## config.mk

```make
export PLATFORM = sky130hd
export DESIGN_NAME = rtc_timekeeper_flat
export DESIGN_NICKNAME = d
export VERILOG_FILES = /design/src/rtl/rtc_timekeeper_if.sv /design/src/rtl/rtc_timekeeper.sv /design/src/flat_wrapper.sv
export SDC_FILE = /design/constraint.sdc
export NUM_CORES = 1
export LEC_CHECK = 0
export BUFFER_PORTS_ARGS = -buffer_cell sky130_fd_sc_hd__buf_2
export CAP_MARGIN = 30
export CORE_MARGIN = 2
export CORE_UTILIZATION = 24
export CTS_CLUSTER_DIAMETER = 80
export DETAILED_ROUTE_END_ITERATION = 16
export MAX_ROUTING_LAYER = met4
export PLACE_DENSITY = 0.54
export SKIP_LAST_GASP = 1
export SLEW_MARGIN = 20
export SYNTH_ARGS = -nofsm -noshare
export SYNTH_HDL_FRONTEND = slang
export SYNTH_SLANG_ARGS = --single-unit
```

## constraint.sdc

```tcl
create_clock -name io_clock -period 3.6 [get_ports io_clock]
set_clock_uncertainty 0.15 [all_clocks]
set_input_delay 0.18 -clock io_clock [delete_from_list [all_inputs] [get_ports io_clock]]
set_output_delay 0.18 -clock io_clock [all_outputs]
set_load 0.005 [all_outputs]
```

## src/rtl/rtc_timekeeper_if.sv

```systemverilog
// rtc_timekeeper_if: control, load, time and alarm signals of the timekeeper.
// master drives the controls, slave is the timekeeper itself.
interface rtc_timekeeper_if;
   logic       io_enable;
   logic       io_load;
   logic [5:0] io_load_sec;
   logic [5:0] io_load_min;
   logic [4:0] io_load_hrs;
   logic       io_load_err;
   logic [5:0] io_count_sec;
   logic [5:0] io_count_min;
   logic [4:0] io_count_hrs;
   logic [3:0] io_hrs12;
   logic       io_pm;
   logic       io_sec_pulse;
   logic       io_day_pulse;
   logic       io_alarm_set;
   logic [5:0] io_alarm_min;
   logic [4:0] io_alarm_hrs;
   logic       io_alarm_clear;
   logic       io_alarm_off;
   logic       io_alarm_armed;
   logic       io_alarm_fire;

   modport master (
      output io_enable, io_load, io_load_sec, io_load_min, io_load_hrs,
      output io_alarm_set, io_alarm_min, io_alarm_hrs,
      output io_alarm_clear, io_alarm_off,
      input  io_load_err, io_count_sec, io_count_min, io_count_hrs,
      input  io_hrs12, io_pm, io_sec_pulse, io_day_pulse,
      input  io_alarm_armed, io_alarm_fire
   );

   modport slave (
      input  io_enable, io_load, io_load_sec, io_load_min, io_load_hrs,
      input  io_alarm_set, io_alarm_min, io_alarm_hrs,
      input  io_alarm_clear, io_alarm_off,
      output io_load_err, io_count_sec, io_count_min, io_count_hrs,
      output io_hrs12, io_pm, io_sec_pulse, io_day_pulse,
      output io_alarm_armed, io_alarm_fire
   );
endinterface

```

## src/rtl/rtc_timekeeper.sv

```systemverilog
// rtc_timekeeper: prescaled sec/min/hrs timekeeper with load and 12h view.
// Define RTC_ALARM_EN to build the daily alarm FSM.
module rtc_timekeeper #(
   parameter int unsigned TICKS_PER_SEC = 1,
   parameter int unsigned HRS_PER_DAY   = 24
) (
   input logic             io_clock,
   input logic             io_reset,
   rtc_timekeeper_if.slave bus
);
   localparam int unsigned PW =
      (TICKS_PER_SEC > 1) ? $clog2(TICKS_PER_SEC) : 1;
   localparam logic [PW-1:0] PMAX = PW'(TICKS_PER_SEC - 1);
   localparam logic [4:0]    HMAX = 5'(HRS_PER_DAY - 1);

   logic [PW-1:0] pre_q, pre_d;
   logic [5:0]    sec_q, sec_d;
   logic [5:0]    min_q, min_d;
   logic [4:0]    hrs_q, hrs_d;
   logic          sp_q, sp_d;
   logic          dp_q, dp_d;
   logic          err_q, err_d;
   logic          tick;
   logic          load_ok;
   logic          load_go;
   logic          alarm_err;
   logic [3:0]    hrs12;

   always_comb begin
      tick    = bus.io_enable && (pre_q == PMAX);
      load_ok = (bus.io_load_sec < 6'd60)
             && (bus.io_load_min < 6'd60)
             && (32'(bus.io_load_hrs) < HRS_PER_DAY);
      load_go = bus.io_load && load_ok;
      pre_d   = pre_q;
      sec_d   = sec_q;
      min_d   = min_q;
      hrs_d   = hrs_q;
      sp_d    = 1'b0;
      dp_d    = 1'b0;
      err_d   = (bus.io_load && !load_ok) || alarm_err;
      if (bus.io_enable) begin
         pre_d = tick ? '0 : pre_q + PW'(1);
      end
      // a valid load overrides any same-cycle tick
      if (load_go) begin
         pre_d = '0;
         sec_d = bus.io_load_sec;
         min_d = bus.io_load_min;
         hrs_d = bus.io_load_hrs;
      end else if (tick) begin
         sp_d = 1'b1;
         if (sec_q == 6'd59) begin
            sec_d = 6'd0;
            if (min_q == 6'd59) begin
               min_d = 6'd0;
               if (hrs_q == HMAX) begin
                  hrs_d = 5'd0;
                  dp_d  = 1'b1;
               end else begin
                  hrs_d = hrs_q + 5'd1;
               end
            end else begin
               min_d = min_q + 6'd1;
            end
         end else begin
            sec_d = sec_q + 6'd1;
         end
      end
   end

   always_ff @(posedge io_clock or negedge io_reset) begin
      if (!io_reset) begin
         pre_q <= '0;
         sec_q <= '0;
         min_q <= '0;
         hrs_q <= '0;
         sp_q  <= 1'b0;
         dp_q  <= 1'b0;
         err_q <= 1'b0;
      end else begin
         pre_q <= pre_d;
         sec_q <= sec_d;
         min_q <= min_d;
         hrs_q <= hrs_d;
         sp_q  <= sp_d;
         dp_q  <= dp_d;
         err_q <= err_d;
      end
   end

   always_comb begin
      unique case (1'b1)
         hrs_q == 5'd0: hrs12 = 4'd12;
         hrs_q > 5'd12: hrs12 = 4'(hrs_q - 5'd12);
         default:       hrs12 = hrs_q[3:0];
      endcase
   end

`ifdef RTC_ALARM_EN
   typedef enum logic [1:0] {IDLE, ARMED, FIRING} alarm_e;

   alarm_e     st_q, st_d;
   logic [5:0] amin_q, amin_d;
   logic [4:0] ahrs_q, ahrs_d;
   logic       set_ok;
   logic       match;

   always_comb begin
      set_ok = (bus.io_alarm_min < 6'd60)
            && (32'(bus.io_alarm_hrs) < HRS_PER_DAY);
      // only a real tick can hit the alarm, never a load
      match  = tick && !load_go && (sec_d == 6'd0)
            && (min_d == amin_q) && (hrs_d == ahrs_q);
      st_d      = st_q;
      amin_d    = amin_q;
      ahrs_d    = ahrs_q;
      alarm_err = 1'b0;
      if (bus.io_alarm_off) begin
         st_d = IDLE;
      end else if (bus.io_alarm_set) begin
         if (set_ok) begin
            amin_d = bus.io_alarm_min;
            ahrs_d = bus.io_alarm_hrs;
            st_d   = ARMED;
         end else begin
            alarm_err = 1'b1;
         end
      end else begin
         case (st_q)
            ARMED:   if (match) st_d = FIRING;
            FIRING:  if (bus.io_alarm_clear) st_d = ARMED;
            default: st_d = st_q;
         endcase
      end
   end

   always_ff @(posedge io_clock or negedge io_reset) begin
      if (!io_reset) begin
         st_q   <= IDLE;
         amin_q <= '0;
         ahrs_q <= '0;
      end else begin
         st_q   <= st_d;
         amin_q <= amin_d;
         ahrs_q <= ahrs_d;
      end
   end

   assign bus.io_alarm_armed = (st_q != IDLE);
   assign bus.io_alarm_fire  = (st_q == FIRING);
`else
   logic unused_alarm;

   assign unused_alarm = ^{bus.io_alarm_set, bus.io_alarm_clear,
                           bus.io_alarm_off, bus.io_alarm_min,
                           bus.io_alarm_hrs};
   assign alarm_err          = 1'b0;
   assign bus.io_alarm_armed = 1'b0;
   assign bus.io_alarm_fire  = 1'b0;
`endif

   assign bus.io_count_sec = sec_q;
   assign bus.io_count_min = min_q;
   assign bus.io_count_hrs = hrs_q;
   assign bus.io_hrs12     = hrs12;
   assign bus.io_pm        = (hrs_q >= 5'd12);
   assign bus.io_sec_pulse = sp_q;
   assign bus.io_day_pulse = dp_q;
   assign bus.io_load_err  = err_q;
endmodule

```

## src/flat_wrapper.sv

```systemverilog
// flat-port wrapper written by rule: the top's interface ports become plain ports
module rtc_timekeeper_flat 
#(
   parameter int unsigned TICKS_PER_SEC = 1,
   parameter int unsigned HRS_PER_DAY   = 24
)
  (io_clock, io_reset, bus_io_enable, bus_io_load, bus_io_load_sec, bus_io_load_min, bus_io_load_hrs, bus_io_alarm_set, bus_io_alarm_min, bus_io_alarm_hrs, bus_io_alarm_clear, bus_io_alarm_off, bus_io_load_err, bus_io_count_sec, bus_io_count_min, bus_io_count_hrs, bus_io_hrs12, bus_io_pm, bus_io_sec_pulse, bus_io_day_pulse, bus_io_alarm_armed, bus_io_alarm_fire);
  rtc_timekeeper_if bus_i ();
  input logic io_clock;
  input logic io_reset;
  input wire logic [$bits(bus_i.io_enable)-1:0] bus_io_enable;
  input wire logic [$bits(bus_i.io_load)-1:0] bus_io_load;
  input wire logic [$bits(bus_i.io_load_sec)-1:0] bus_io_load_sec;
  input wire logic [$bits(bus_i.io_load_min)-1:0] bus_io_load_min;
  input wire logic [$bits(bus_i.io_load_hrs)-1:0] bus_io_load_hrs;
  input wire logic [$bits(bus_i.io_alarm_set)-1:0] bus_io_alarm_set;
  input wire logic [$bits(bus_i.io_alarm_min)-1:0] bus_io_alarm_min;
  input wire logic [$bits(bus_i.io_alarm_hrs)-1:0] bus_io_alarm_hrs;
  input wire logic [$bits(bus_i.io_alarm_clear)-1:0] bus_io_alarm_clear;
  input wire logic [$bits(bus_i.io_alarm_off)-1:0] bus_io_alarm_off;
  output wire logic [$bits(bus_i.io_load_err)-1:0] bus_io_load_err;
  output wire logic [$bits(bus_i.io_count_sec)-1:0] bus_io_count_sec;
  output wire logic [$bits(bus_i.io_count_min)-1:0] bus_io_count_min;
  output wire logic [$bits(bus_i.io_count_hrs)-1:0] bus_io_count_hrs;
  output wire logic [$bits(bus_i.io_hrs12)-1:0] bus_io_hrs12;
  output wire logic [$bits(bus_i.io_pm)-1:0] bus_io_pm;
  output wire logic [$bits(bus_i.io_sec_pulse)-1:0] bus_io_sec_pulse;
  output wire logic [$bits(bus_i.io_day_pulse)-1:0] bus_io_day_pulse;
  output wire logic [$bits(bus_i.io_alarm_armed)-1:0] bus_io_alarm_armed;
  output wire logic [$bits(bus_i.io_alarm_fire)-1:0] bus_io_alarm_fire;
  assign bus_i.io_enable = bus_io_enable;
  assign bus_i.io_load = bus_io_load;
  assign bus_i.io_load_sec = bus_io_load_sec;
  assign bus_i.io_load_min = bus_io_load_min;
  assign bus_i.io_load_hrs = bus_io_load_hrs;
  assign bus_i.io_alarm_set = bus_io_alarm_set;
  assign bus_i.io_alarm_min = bus_io_alarm_min;
  assign bus_i.io_alarm_hrs = bus_io_alarm_hrs;
  assign bus_i.io_alarm_clear = bus_io_alarm_clear;
  assign bus_i.io_alarm_off = bus_io_alarm_off;
  assign bus_io_load_err = bus_i.io_load_err;
  assign bus_io_count_sec = bus_i.io_count_sec;
  assign bus_io_count_min = bus_i.io_count_min;
  assign bus_io_count_hrs = bus_i.io_count_hrs;
  assign bus_io_hrs12 = bus_i.io_hrs12;
  assign bus_io_pm = bus_i.io_pm;
  assign bus_io_sec_pulse = bus_i.io_sec_pulse;
  assign bus_io_day_pulse = bus_i.io_day_pulse;
  assign bus_io_alarm_armed = bus_i.io_alarm_armed;
  assign bus_io_alarm_fire = bus_i.io_alarm_fire;
  rtc_timekeeper #(.TICKS_PER_SEC(TICKS_PER_SEC), .HRS_PER_DAY(HRS_PER_DAY)) u_core (.io_clock(io_clock), .io_reset(io_reset), .bus(bus_i));
endmodule
```

==> results_dict.tcl, run 1 <==
set metrics [dict create \
    outcome "completed" \
    rsz0062_at_grt "no" \
    slew_headroom_pct 66.4 \
    synth_area_per_cell_um2 8.66 \
    cts_root_buf "clkbuf_8" \
    mostFrequentLayoutCells "buf_2 (45), dfrtp_1 (21), nor2_1 (19)" \
    ys_seq_area_share_pct 37.5 \
    seq_power_share_pct 46.0 \
    wl_mm 3.60 \
    swShare_pct 36.8 \
    p_leak_nw 0.809 \
    placedCellCount 271 \
    finalNetCount 248 \
    ir_worst_vdd_v 0.000144 \
    end_kind "flop" \
    power_switching_mw 0.265 \
    dieArea_um2 6470 \
    power_frac_comb_pct 31.0 \
    drv_cap 0 \
    vias_per_cell 4.91 \
    start_util_pct 25.2 \
    finalSetupTns_ns 0 \
    crit_family "simple AND/OR/NAND/NOR gates" \
    path_max_fanout 10 \
    cts_tree "done" \
    grt_pass1_vias 1180 \
    fp.coreArea_um2 5570 \
    overflow 0 \
    rows 27 \
    multi_input_area_um2 795 \
    firstDrtPassIters 4 \
    antenna_found_initial 0 \
    crit_buf_inv 0 \
    clock-sinks 21 \
    seq_area_um2 526 \
    ioPinCount 62 \
    hp-class "input pin to flop" \
    clockBufferDepth 2 \
    tightest_slew_ns 0.503 \
    final_cells 277 \
    vias 1360 \
    drt_iter0_drc 51 \
    timing.final.crit_share_pct 61.7 \
    port_buffers 45 \
    cts_made_buffers 3 \
    die_y_um 80.4 \
    hold_viol_final 0 \
    fin_crit_ns 2.22 \
    syn_area_um2 1400 \
    cpMaxStageDelayCell "or4_1" \
    ys_seq_elements 21 \
    setup_viol 0 \
    drive_gt1_share_pct 25.9 \
    dp_hpwl_mm 2.66 \
    synth_cells 162 \
    grt_pass1_wl_mm 5.65 \
    ys_warn_count 0 \
    die_w_um 80.4 \
    antenna_cells 0 \
    grt_start_max_net_pins 37 \
    syn_to_final_growth_pct 23.7 \
    internal_power_mw 0.456 \
    track_usage_pct 11.4 \
    cts.reportedPaths.clkPinSlew_ns 0.08 \
    crit_arrival_ns 2.27 \
    ant_nets 0 \
    powerDensity_nw_per_um2 416 \
    path_class "flop to flop" \
    fillerInstances 611 \
    clkLatencyLatePin_ns 0.27 \
    gp_congestion 0.809 \
    slowest_delay_ns 0.50 \
    synth.distinct_cells 39 \
    clock.fmax_mhz 450 \
    final_common_cell "buf_2" \
    critical_path.cell_chain "ha_1 -> and3b_1 -> nand4_4 -> or4_1 -> a31oi_1" \
    pwr-share-clk_pct 23.0 \
    h-tree-depth 1 \
    crit_path_start_kind "flop" \
    cp.required_ns 3.65 \
    drc 0 \
    hold-worst-slack_ns 0.00905 \
    maxSlewViolCount 0 \
    wl_per_cell_um 13.0 \
]
layer usage:
| layer | global-route usage [%] | up-vias | routed length, um |
|---|---|---|---|
| met5 | - | - | 0 |
| met2 | 16.8 | 47 | 1510 |
| met1 | 15.9 | 620 | 1860 |
| met3 | 1.46 | 6 | 182 |
| met4 | 4.58 | 0 | 45 |
| li1 | - | 687 | - |
cells in the mapped netlist (all sizes together):
cell type / n / area (um2)
dfrtp: 21 / 526
nor2: 19 / 71.3
a31oi: 16 / 100
nand2: 12 / 47.6
a21oi: 10 / 50.1
ha: 7 / 87.6
inv: 7 / 26.3
nand3: 7 / 35.0
o21ai: 7 / 35.0
buf: 6 / 45.0
nand4: 5 / 46.3
clkbuf: 4 / 15.0
mux2i: 4 / 40.0
and3b: 3 / 26.3
nor2b: 3 / 18.8
or3: 3 / 18.8
or4: 3 / 22.5
and2: 2 / 12.5
and3: 2 / 12.5
and4b: 2 / 20.0
o22ai: 2 / 12.5
o31ai: 2 / 15.0
a2111oi: 1 / 8.76
a21boi: 1 / 7.51
a311oi: 1 / 8.76
and4: 1 / 8.76
conb: 1 / 3.75
mux2: 1 / 11.3
nand2b: 1 / 6.26
nand3b: 1 / 7.51
nand4b: 1 / 8.76
nor3: 1 / 5.00
nor3b: 1 / 7.51
o2111ai: 1 / 8.76
o211ai: 1 / 7.51
or3b: 1 / 8.76
or4b: 1 / 10.0
stage by stage:
stage                     setup slack (ns)  area, um2  utilization (%)  total power [mW]
after floorplan                       1.67       1410                -             0.472
final                                 1.38       1740             31.1             0.722
after detailed placement              1.37       1670             29.9             0.561
after global placement                1.40       1670             29.9             0.560
after CTS                             1.38       1740             31.1             0.732
after global routing                  1.25       1740             31.1             0.776
power by group through the flow:
stage               sequential (mW)  clock [mW]  combinational (mW)
CTS                           0.331       0.172               0.228
global route                  0.341       0.179               0.256
floorplan                     0.315           0               0.157
finish                        0.332       0.166               0.224
global placement              0.336           0               0.223
detailed placement            0.336           0               0.225
logic make-up (layout without fill, tap and decap cells):
| kind of cell | after synthesis | in the layout | share of synthesized area [%] |
|---|---|---|---|
| fa+ha+maj | 7 | 7 | 6.24 |
| compound gates | 42 | 42 | 18.1 |
| buf+inv | 17 | 59 | 6.16 |
| mux | 5 | 5 | 3.66 |
| simple gates | 69 | 69 | 28.1 |
| other cells | 1 | 2 | 0.267 |
| flops | 21 | 21 | 37.5 |
state kept, by name, summed over array words and instances, names as in the netlist:
signal,cells
u_core.bus.io_count_sec,6
u_core.bus.io_day_pulse,1
u_core.bus.io_load_err,1
u_core.bus.io_count_min,6
u_core.bus.io_sec_pulse,1
u_core.bus.io_count_hrs,5
u_core.pre_q,1
worst paths after layout:
kind                            slack (ns)  depth (start not counted)                        from                          to
min in group asynchronous             0.25                          2                    io_reset      u_core.bus.io_load_err
worst min register to register        0.45                          1                u_core.pre_q                u_core.pre_q
worst min-delay path                 0.009                          3          bus_io_load_sec[0]  u_core.bus.io_count_sec[0]
max in group asynchronous             2.71                          2                    io_reset  u_core.bus.io_count_sec[2]
worst max-delay path                  1.38                          5  u_core.bus.io_count_sec[0]  u_core.bus.io_count_hrs[3]
worst max register to register        1.38                          5  u_core.bus.io_count_sec[0]  u_core.bus.io_count_hrs[3]
cell type report:
| class | instances | share of cell area [%] |
|---|---|---|
| repair buffers | 48 | 14.6 |
| inverters | 7 | 1.51 |
| well taps | 72 | 5.19 |
| clock buffers | 3 | 2.38 |
| clock inverters | 1 | 0.288 |
| flip-flops and latches | 21 | 30.3 |
| multi-input cells | 125 | 45.8 |
worst reg2reg max path, delay by kind of cell (launching register included):
kind | cells | cell delay (ns)
AND/OR/NAND/NOR | 3 | 1.14
flip-flops | 1 | 0.44
adder cells (fa/ha/maj) | 1 | 0.26
AO/OA/AOI/OAI | 1 | 0.16
what timing repair did:
item,in CTS,in global routing
endpoints found under the hold margin,22,0
setup buffers,0,0
resized for setup,0,0
hold buffers,2,0
Power figures use the tool's default switching activity.
==> run 2: changes to the inputs <==
- PLACE_DENSITY: 0.54 -> 0.56
- clock period: 3.6 -> 1.96 ns (I/O delays scaled with it)
==> run 2 against run 1 <==
Compared with the run above:
- non-clock buffer count rose by 39
- die area did not move
- cell count rose by 14%
- global-route usage rose by 1.4 points
- worst hold slack improved by 0.17 ns
- sequential share of layout area fell by 5.2 points
- clock power rose by 75%
- routed wire length rose by 9.3%
- combinational power rose to 2.8 times the previous value
- power rose by 100%
==> results_dict.tcl, run 2 (same netlist as run 1, synthesis figures left out) <==
set metrics [dict create \
    antenna_found_initial 0 \
    ff2ff_setup_slack_ns 0.13 \
    grt_pass1_vias 1310 \
    path_class "flop to output pin" \
    die_y_um 80.4 \
    clock-sinks 21 \
    powerDensity_nw_per_um2 697 \
    setup_viol 0 \
    hp-class "input pin to asynchronous set/reset pin" \
    dieArea_um2 6470 \
    h-tree-depth 1 \
    finalNetCount 287 \
    fin_crit_ns 1.87 \
    drc 0 \
    critPathLaunch "u_core.bus.io_count_hrs[2]" \
    cp.required_ns 1.71 \
    fillerInstances 601 \
    die_w_um 80.4 \
    fp.coreArea_um2 5570 \
    critical_path.endpoint "bus_io_hrs12[3]" \
    rsz0062_at_grt "yes" \
    vias_per_cell 4.65 \
    maxSlewViolCount 0 \
    crit_arrival_ns 1.62 \
    ant_nets 0 \
    clock.fmax_mhz 535 \
    grt_pass1_wl_mm 6.28 \
    p_leak_nw 0.980 \
    antenna_cells 0 \
    vias 1470 \
    wl_mm 3.93 \
    placedCellCount 289 \
    final_cells 316 \
    wl_per_cell_um 12.4 \
    syn_to_final_growth_pct 49.7 \
    mostFrequentLayoutCells "buf_2 (45), dlygate4sd3_1 (21), buf_4 (21)" \
    reg2reg_from "u_core.bus.io_count_sec[0]" \
    start_util_pct 25.2 \
    outcome "completed" \
    rows 27 \
    final_area_um2 2100 \
    overflow 0 \
    clkLatencyLatePin_ns 0.26 \
    final_common_cell "buf_2" \
    crit_path_start_kind "flop" \
    timing.final.ws_setup_ns 0.0900 \
    final_util_pct 37.7 \
    drt_iter0_drc 90 \
    clockBufferDepth 2 \
    timing.final.crit_share_pct 95.4 \
    cts_tree "done" \
    firstDrtPassIters 4 \
    cts.reportedPaths.clkPinSlew_ns 0.08 \
    dp_hpwl_mm 2.97 \
    drive_gt1_share_pct 32.4 \
    end_kind "output pin" \
    grt_start_max_net_pins 34 \
    ioPinCount 62 \
    post-place-ws_ns 0.0364 \
    worstReg2RegEnd "u_core.bus.io_count_min[4]" \
    ir_worst_vdd_v 0.000301 \
    cts_made_buffers 3 \
    hold_viol_final 0 \
    drv_cap 0 \
    reg2reg_depth 5 \
    cts_root_buf "clkbuf_8" \
    gp_congestion 0.821 \
    placed_area_um2 1800 \
    port_buffers 45 \
    track_usage_pct 12.8 \
    path_max_fanout 8 \
]
-- run 2: changes by cell type in the layout (fill, tap and decap cells not counted), moves of 2 or more --
cell / delta
buf_4: +20
and4b_2: +2
and4b_1: -2
dlygate4sd3_1: +19
-- run 2: where the power goes --
group	internal, mW	switching [mW]
combinational	0.312	0.317
clock	0.145	0.145
sequential	0.497	0.0475
total	0.953	0.509
-- run 2: area by class of cell --
class	count	area [um2]	area share [%]
clock buffer	4	45.0	2.15
inverter	7	26.3	1.25
multi-input combinational	125	818	39.0
sequential	21	527	25.1
tap	72	90.1	4.29
timing repair buffer	87	593	28.2
-- run 2: metal layers --
| layer | track usage [%] | share of wire (%) |
|---|---|---|
| met1 | 17.2 | 51 |
| met2 | 19.7 | 44 |
| met4 | 4.58 | 1.0 |
| met5 | - | 0 |
| met3 | 2.02 | 3.9 |
-- run 2: how the worst min path moves through the flow --
stage	from	end	slack (ns)
after global routing	io_reset	u_core.bus.io_count_min[2]	0.22
after global placement	io_reset	u_core.bus.io_count_min[4]	-0.05
final	io_reset	u_core.bus.io_count_min[4]	0.18
after floorplan	io_reset	u_core.bus.io_count_hrs[0]	-0.35
after CTS	io_reset	u_core.bus.io_count_min[4]	0.20
after detailed placement	io_reset	u_core.bus.io_count_min[4]	-0.05
-- run 2: critical path, stage by stage, from the launching register on --
cell and delay, ns:
dfrtp_1 0.39, buf_4 0.17, ha_1 0.24, nand2_2 0.11, a31oi_4 0.10, o22ai_1 0.13
o21ai_0 0.09, buf_2 0.13
-- run 2: per-stage QoR --
step	total power, mW	setup TNS [ns]	hold slack [ns]
finish	1.46	0	0.175
global route	1.57	-0.0153	0.220
CTS	1.47	0	0.201
detailed placement	1.13	0	-0.0528
global placement	1.12	0	-0.0527
floorplan	0.868	0	-0.348
-- run 2: what timing repair did --
item / in CTS / in global routing
endpoints found under the setup margin: 2 / 9
endpoints found under the hold margin: 40 / 0
hold buffers: 21 / 0
pin swaps: 0 / 3
resized for setup: 2 / 6
buffers inserted: 0 / 2
